File: config.mk
export PLATFORM = sky130hd
export DESIGN_NAME = rs_encoder
export DESIGN_NICKNAME = d
export VERILOG_FILES = /design/src/rtl/rs_gf8_pkg.sv /design/src/rtl/rs_gf8_cmul.sv /design/src/rtl/rs_encoder.sv
export SDC_FILE = /design/constraint.sdc
export NUM_CORES = 1
export LEC_CHECK = 0
export ABC_AREA = 1
export CELL_PAD_IN_SITES_DETAIL_PLACEMENT = 0
export CELL_PAD_IN_SITES_GLOBAL_PLACEMENT = 1
export CORE_AREA = 2 2 90 75
export CTS_CLUSTER_SIZE = 40
export DETAILED_ROUTE_END_ITERATION = 6
export DIE_AREA = 0 0 92 77
export PLACE_DENSITY = 0.75
export SLEW_MARGIN = 40
export SYNTH_ARGS = -nofsm -noshare
export SYNTH_HDL_FRONTEND = slang
export SYNTH_SLANG_ARGS = --single-unit
File: constraint.sdc
create_clock -name clk -period 1.42 [get_ports clk]
set_input_delay 0.426 -clock clk [delete_from_list [all_inputs] [get_ports clk]]
set_output_delay 0.426 -clock clk [all_outputs]
set_load 0.01 [all_outputs]
File: src/rtl/rs_gf8_pkg.sv
// Shared GF(2^3) definitions for the RS(7,3) encoder/decoder pair:
// field constants, generator coefficients, FSM states and a generic multiplier.
package rs_gf8_pkg;

    localparam int SYM_W = 3;
    localparam int N     = 7;
    localparam int K     = 3;

    localparam logic [3:0] PRIM_POLY = 4'b1011;

    // g(x) = x^4 + g3*x^3 + g2*x^2 + g1*x + g0, indexed g0..g3
    localparam logic [2:0] G_COEF [0:3] = '{3'd3, 3'd2, 3'd1, 3'd3};

    typedef enum logic [1:0] {
        IDLE  = 2'd0,
        SHIFT = 2'd1,
        DONE  = 2'd2
    } rs_state_e;

    function automatic logic [2:0] gf8_mul(input logic [2:0] a, input logic [2:0] b);
        logic [2:0] w_acc;
        logic [2:0] w_a;
        w_acc = '0;
        w_a   = a;
        for (int i = 0; i < 3; i++) begin
            if (b[i]) begin
                w_acc = w_acc ^ w_a;
            end
            // multiply by alpha, folding x^3 back as x+1
            w_a = w_a[2] ? ({w_a[1:0], 1'b0} ^ PRIM_POLY[2:0]) : {w_a[1:0], 1'b0};
        end
        return w_acc;
    endfunction

endpackage

File: src/rtl/rs_gf8_cmul.sv
// Constant-coefficient GF(2^3) multiplier: o_y = i_a * COEF.
module rs_gf8_cmul
    import rs_gf8_pkg::*;
#(
    parameter logic [2:0] COEF = 3'd1
) (
    input  logic [2:0] i_a,
    output logic [2:0] o_y
);

    assign o_y = gf8_mul(i_a, COEF);

endmodule

File: src/rtl/rs_encoder.sv
// Systematic RS(7,3) encoder over GF(2^3) using a serial 4-stage LFSR.
// Optional macro RS_ERR_INJECT_EN adds err_mask[20:0], XORed into the codeword load.
module rs_encoder #(
    parameter int SYM_W = 3,
    parameter int N     = 7,
    parameter int K     = 3
) (
`ifdef RS_ERR_INJECT_EN
    input  logic [N*SYM_W-1:0] err_mask,
`endif
    input  logic               clk,
    input  logic               reset,
    input  logic               enable,
    input  logic [K*SYM_W-1:0] msg,
    input  logic               msg_valid,
    output logic               msg_ready,
    output logic [N*SYM_W-1:0] codeword,
    output logic               cw_valid,
    input  logic               cw_ready
);

    import rs_gf8_pkg::*;

    if (SYM_W != rs_gf8_pkg::SYM_W || N != rs_gf8_pkg::N || K != rs_gf8_pkg::K) begin : g_param_check
        $error("rs_encoder supports only SYM_W=3, N=7, K=3");
    end

    rs_state_e          r_state;
    rs_state_e          w_state_nxt;
    logic [1:0]         r_cnt;
    logic [1:0]         w_cnt_nxt;
    logic               w_accept;
    logic               w_shift;
    logic               w_load;

    logic [K*SYM_W-1:0] r_msg;
    logic [2:0]         r_lfsr [0:3];
    logic [N*SYM_W-1:0] r_codeword;

    logic [2:0]         w_sym;
    logic [2:0]         w_fb;
    logic [2:0]         w_gfb  [0:3];
    logic [2:0]         w_lfsr_nxt [0:3];
    logic [N*SYM_W-1:0] w_cw_load;
    logic [N*SYM_W-1:0] w_mask;

`ifdef RS_ERR_INJECT_EN
    assign w_mask = err_mask;
`else
    assign w_mask = '0;
`endif

    // ---- control FSM
    always_ff @(posedge clk or posedge reset) begin
        if (reset) begin
            r_state <= IDLE;
            r_cnt   <= 2'd0;
        end else if (enable) begin
            r_state <= w_state_nxt;
            r_cnt   <= w_cnt_nxt;
        end
    end

    always_comb begin
        w_state_nxt = r_state;
        w_cnt_nxt   = r_cnt;
        w_accept    = 1'b0;
        w_shift     = 1'b0;
        w_load      = 1'b0;
        case (r_state)
            IDLE: begin
                if (msg_valid) begin
                    w_accept    = 1'b1;
                    w_cnt_nxt   = 2'd0;
                    w_state_nxt = SHIFT;
                end
            end
            SHIFT: begin
                w_shift = 1'b1;
                if (r_cnt == 2'd2) begin
                    w_load      = 1'b1;
                    w_cnt_nxt   = 2'd0;
                    w_state_nxt = DONE;
                end else begin
                    w_cnt_nxt = r_cnt + 2'd1;
                end
            end
            DONE: begin
                if (cw_ready) begin
                    w_state_nxt = IDLE;
                end
            end
            default: begin
                w_state_nxt = IDLE;
                w_cnt_nxt   = 2'd0;
            end
        endcase
    end

    // ---- LFSR datapath: highest-degree message symbol first
    always_comb begin
        case (r_cnt)
            2'd0:    w_sym = r_msg[2:0];
            2'd1:    w_sym = r_msg[5:3];
            default: w_sym = r_msg[8:6];
        endcase
    end

    assign w_fb = w_sym ^ r_lfsr[3];

    rs_gf8_cmul #(.COEF(G_COEF[0])) u_cmul0 (.i_a(w_fb), .o_y(w_gfb[0]));
    rs_gf8_cmul #(.COEF(G_COEF[1])) u_cmul1 (.i_a(w_fb), .o_y(w_gfb[1]));
    rs_gf8_cmul #(.COEF(G_COEF[2])) u_cmul2 (.i_a(w_fb), .o_y(w_gfb[2]));
    rs_gf8_cmul #(.COEF(G_COEF[3])) u_cmul3 (.i_a(w_fb), .o_y(w_gfb[3]));

    assign w_lfsr_nxt[0] = w_gfb[0];
    assign w_lfsr_nxt[1] = r_lfsr[0] ^ w_gfb[1];
    assign w_lfsr_nxt[2] = r_lfsr[1] ^ w_gfb[2];
    assign w_lfsr_nxt[3] = r_lfsr[2] ^ w_gfb[3];

    // Parity comes from the LFSR next-state so the codeword loads on the final shift edge
    assign w_cw_load = {w_lfsr_nxt[0], w_lfsr_nxt[1], w_lfsr_nxt[2], w_lfsr_nxt[3], r_msg} ^ w_mask;

    always_ff @(posedge clk or posedge reset) begin
        if (reset) begin
            r_msg      <= '0;
            r_lfsr[0]  <= '0;
            r_lfsr[1]  <= '0;
            r_lfsr[2]  <= '0;
            r_lfsr[3]  <= '0;
            r_codeword <= '0;
        end else if (enable) begin
            if (w_accept) begin
                r_msg     <= msg;
                r_lfsr[0] <= '0;
                r_lfsr[1] <= '0;
                r_lfsr[2] <= '0;
                r_lfsr[3] <= '0;
            end else if (w_shift) begin
                r_lfsr[0] <= w_lfsr_nxt[0];
                r_lfsr[1] <= w_lfsr_nxt[1];
                r_lfsr[2] <= w_lfsr_nxt[2];
                r_lfsr[3] <= w_lfsr_nxt[3];
            end
            if (w_load) begin
                r_codeword <= w_cw_load;
            end
        end
    end

    // ---- handshake outputs
    assign msg_ready = enable & ~reset & (r_state == IDLE);
    assign cw_valid  = enable & (r_state == DONE);
    assign codeword  = r_codeword;

endmodule

==> results.yml <==
status:
  status: "finished with violations"
  violations: "negative setup slack"
floorplanning:
  num_io_pins: 37
  fp.dieH_um: 77
  core_mm2: 0.00618
  dieWidth_um: 92
  dieArea_mm2: 0.00708
  start_util: 0.342
  num_rows: 26
placed_design:
  dp.final_hpwl_um: 3360
  routabilityCongestion: 0.822
  port_buffers: 36
  dpl_worst_slack_ns: -0.747
  dpl-instance-area_mm2: 0.00277
  post-place-cells: 386
layout:
  final_cells: 428
  syn_to_final_growth_pct: 67.3
  fin_nets: 357
  final_area_mm2: 0.00354
  diodes: 0
  drive_gt1_frac: 0.483
  fillCellCount: 560
routing:
  first_pass_iters: 4
  wire_per_inst_um: 13.6
  vias_per_cell: 4.61
  drcViolationCount: 0
  ant_nets: 0
  drtIter0Drc: 72
  vias: 1975
  wl_um: 5820
synthesis:
  synth_fp_nets: 261
  yosysWarnings: 0
  synth_cell_types: 25
  synthCells: 247
  synth_seq_cells: 46
  syn_area_mm2: 0.00212
  synth.avg_cell_area_um2: 8.57
  seq_area_frac_synth: 0.544
grt:
  antenna_found_initial: 0
  grt_overflow: 0
  grt_usage: 0.149
  grt_pass1_vias: 1746
  grt_max_degree: 47
  grt_pass1_wl_um: 8270
clock_network:
  cts_buffers: 5
  cts_sinks: 46
  cts_hold_buffers: 0
  h-tree-depth: 2
  root_buffer: "clkbuf_8"
  tritoncts: "done"
  clock_path_buffers: 2
  clk_latency_ns: 0.32
  clk_pin_slew_worst_paths_ns: 0.09
sta:
  setup_viol: 45
  finalClockSkew_ns: 0.0165
  max_slew_margin: 0.804
  worstMarginPinSlew_ns: 0.295
  setup_ws_ns: -0.239
  hold_viol: 0
  finalMaxSlewViolations: 0
  finalCriticalPeriod_ns: 1.66
  fmax_ghz: 0.603
  finalCritPeriodShare: 1.17
  rsz0062_at_grt: "yes"
power:
  finalPower_mw: 9.63
  ir_worst_vdd_v: 0.000895
  p_leak_nw: 1.73
  power-per-cell-area_mw_per_mm2: 2720
setup_path:
  end_kind: "primary output"
  critical_path_class: "reg -> out"
  rr_endpoint: "codeword[15]$_DFFE_PP0P_"
  r2r_slack_ns: -0.22
  cp-endpoint: "msg_ready"
  worstPathRequired_ns: 0.99
  cp.arrival_ns: 1.23
  reg2reg_from: "r_cnt[1]$_DFFE_PP0P_"
  r2r_cells: 9
  critPathLaunchType: "flip-flop"
  crit_path_start: "r_state[0]$_DFFE_PP0P_"
  worstPathMaxFanout: 3
run:
  max_cap_violations: 0
hold_path:
  min_path_type: "reg -> reg"
-- metrics by stage --
stage	util	TNS, ns	hold WS (ns)
after CTS	0.502	-3.37	0.485
after global routing	0.573	-9.18	0.526
after global placement	0.448	-18.22	0.462
after floorplan	-	-0.0399	0.443
final	0.573	-5.39	0.486
after detailed placement	0.448	-19.68	0.459
-- Yosys cell counts (all sizes together) --
library cell    n  share of area
nand2         109           0.21
dfrtp          46           0.54
inv            25          0.046
o21ai          24          0.060
nor2           11          0.024
nand3           9          0.031
xor2            7          0.036
buf             4         0.0095
nand4           4          0.012
a21oi           2         0.0047
a22o            1         0.0041
clkbuf          1         0.0018
clkinv          1         0.0018
nor3            1         0.0024
o22ai           1         0.0030
xnor2           1         0.0077
-- layer usage --
metal / up-vias / global-route usage / wire length [um]
met3: 8 / 0.0314 / 247
li1: 958 / - / -
met4: 0 / 0.0537 / 75
met1: 959 / 0.212 / 2740
met2: 50 / 0.224 / 2750
met5: - / 0 / 0
-- area by class of cell --
class	count	area [um2]	area share
Clock buffer	5	68.8	0.0194
Tap cell	84	105	0.0297
Clock inverter	3	25.0	0.00707
Timing Repair Buffer	93	890	0.251
Inverter	26	120	0.0339
Multi-Input combinational cell	171	1180	0.333
Sequential cell	46	1150	0.326
-- report_power, final --
group	switching, mW	total, mW	internal, mW
Clock	0.500	0.856	0.356
Sequential	0.483	2.38	1.89
Combinational	3.27	6.39	3.12
-- flip-flops by register name, summed over array words and instances (netlist names) --
register,count
r_msg,9
codeword,21
r_lfsr,12
r_state,2
r_cnt,2
-- worst max-delay path: stages, from the launching register on --
cell     delay, ns
dfrtp_1       0.44
nor2_2        0.16
inv_2         0.05
nor3_2        0.11
buf_2         0.16
-- cell usage in the layout (no fill, tap or decap), types with 3 or more instances in the layout --
cell / netlist / final
xor2_2: 2 / 4
o21ai_1: 6 / 9
clkinvlp_4: 0 / 3
nor2_2: 4 / 3
nand2_2: 7 / 29
nand2_4: 3 / 8
nand4_1: 4 / 4
inv_4: 1 / 4
inv_2: 3 / 9
dfrtp_1: 46 / 44
o21ai_0: 16 / 4
inv_1: 21 / 10
clkdlybuf4s15_1: 0 / 18
nand2_1: 99 / 71
nor2_4: 0 / 8
nand3_2: 4 / 7
o21ai_2: 2 / 11
clkbuf_8: 0 / 5
buf_4: 0 / 34
xor2_4: 0 / 3
buf_6: 0 / 19
clkdlybuf4s50_1: 0 / 11
-- kinds of logic after synthesis --
group	share of synthesized area
AOI/OAI and AO/OA	0.0722
DFF	0.544
xor gates and xnor gates	0.0438
buffers and inverters	0.0585
and+or+nand+nor	0.281
-- what timing repair did --
item / 4_1_cts / 5_1_grt
setup buffers: 11 / 21
resized for setup: 86 / 98
endpoints found under the setup margin: 67 / 66
pin swaps: 11 / 20
gates cloned: 0 / 5
-- worst min path at each step --
| stage | from | endpoint | cells after the start |
|---|---|---|---|
| after CTS | codeword[2]$_DFFE_PP0P_ | codeword[2]$_DFFE_PP0P_ | 2 |
| after global placement | codeword[2]$_DFFE_PP0P_ | codeword[2]$_DFFE_PP0P_ | 2 |
| after detailed placement | codeword[6]$_DFFE_PP0P_ | codeword[6]$_DFFE_PP0P_ | 2 |
| final | codeword[9]$_DFFE_PP0P_ | codeword[9]$_DFFE_PP0P_ | 2 |
| after floorplan | reset | codeword[0]$_DFFE_PP0P_ | 1 |
| after global routing | codeword[8]$_DFFE_PP0P_ | codeword[8]$_DFFE_PP0P_ | 2 |
Note: power is estimated with default switching activity, not from simulation.
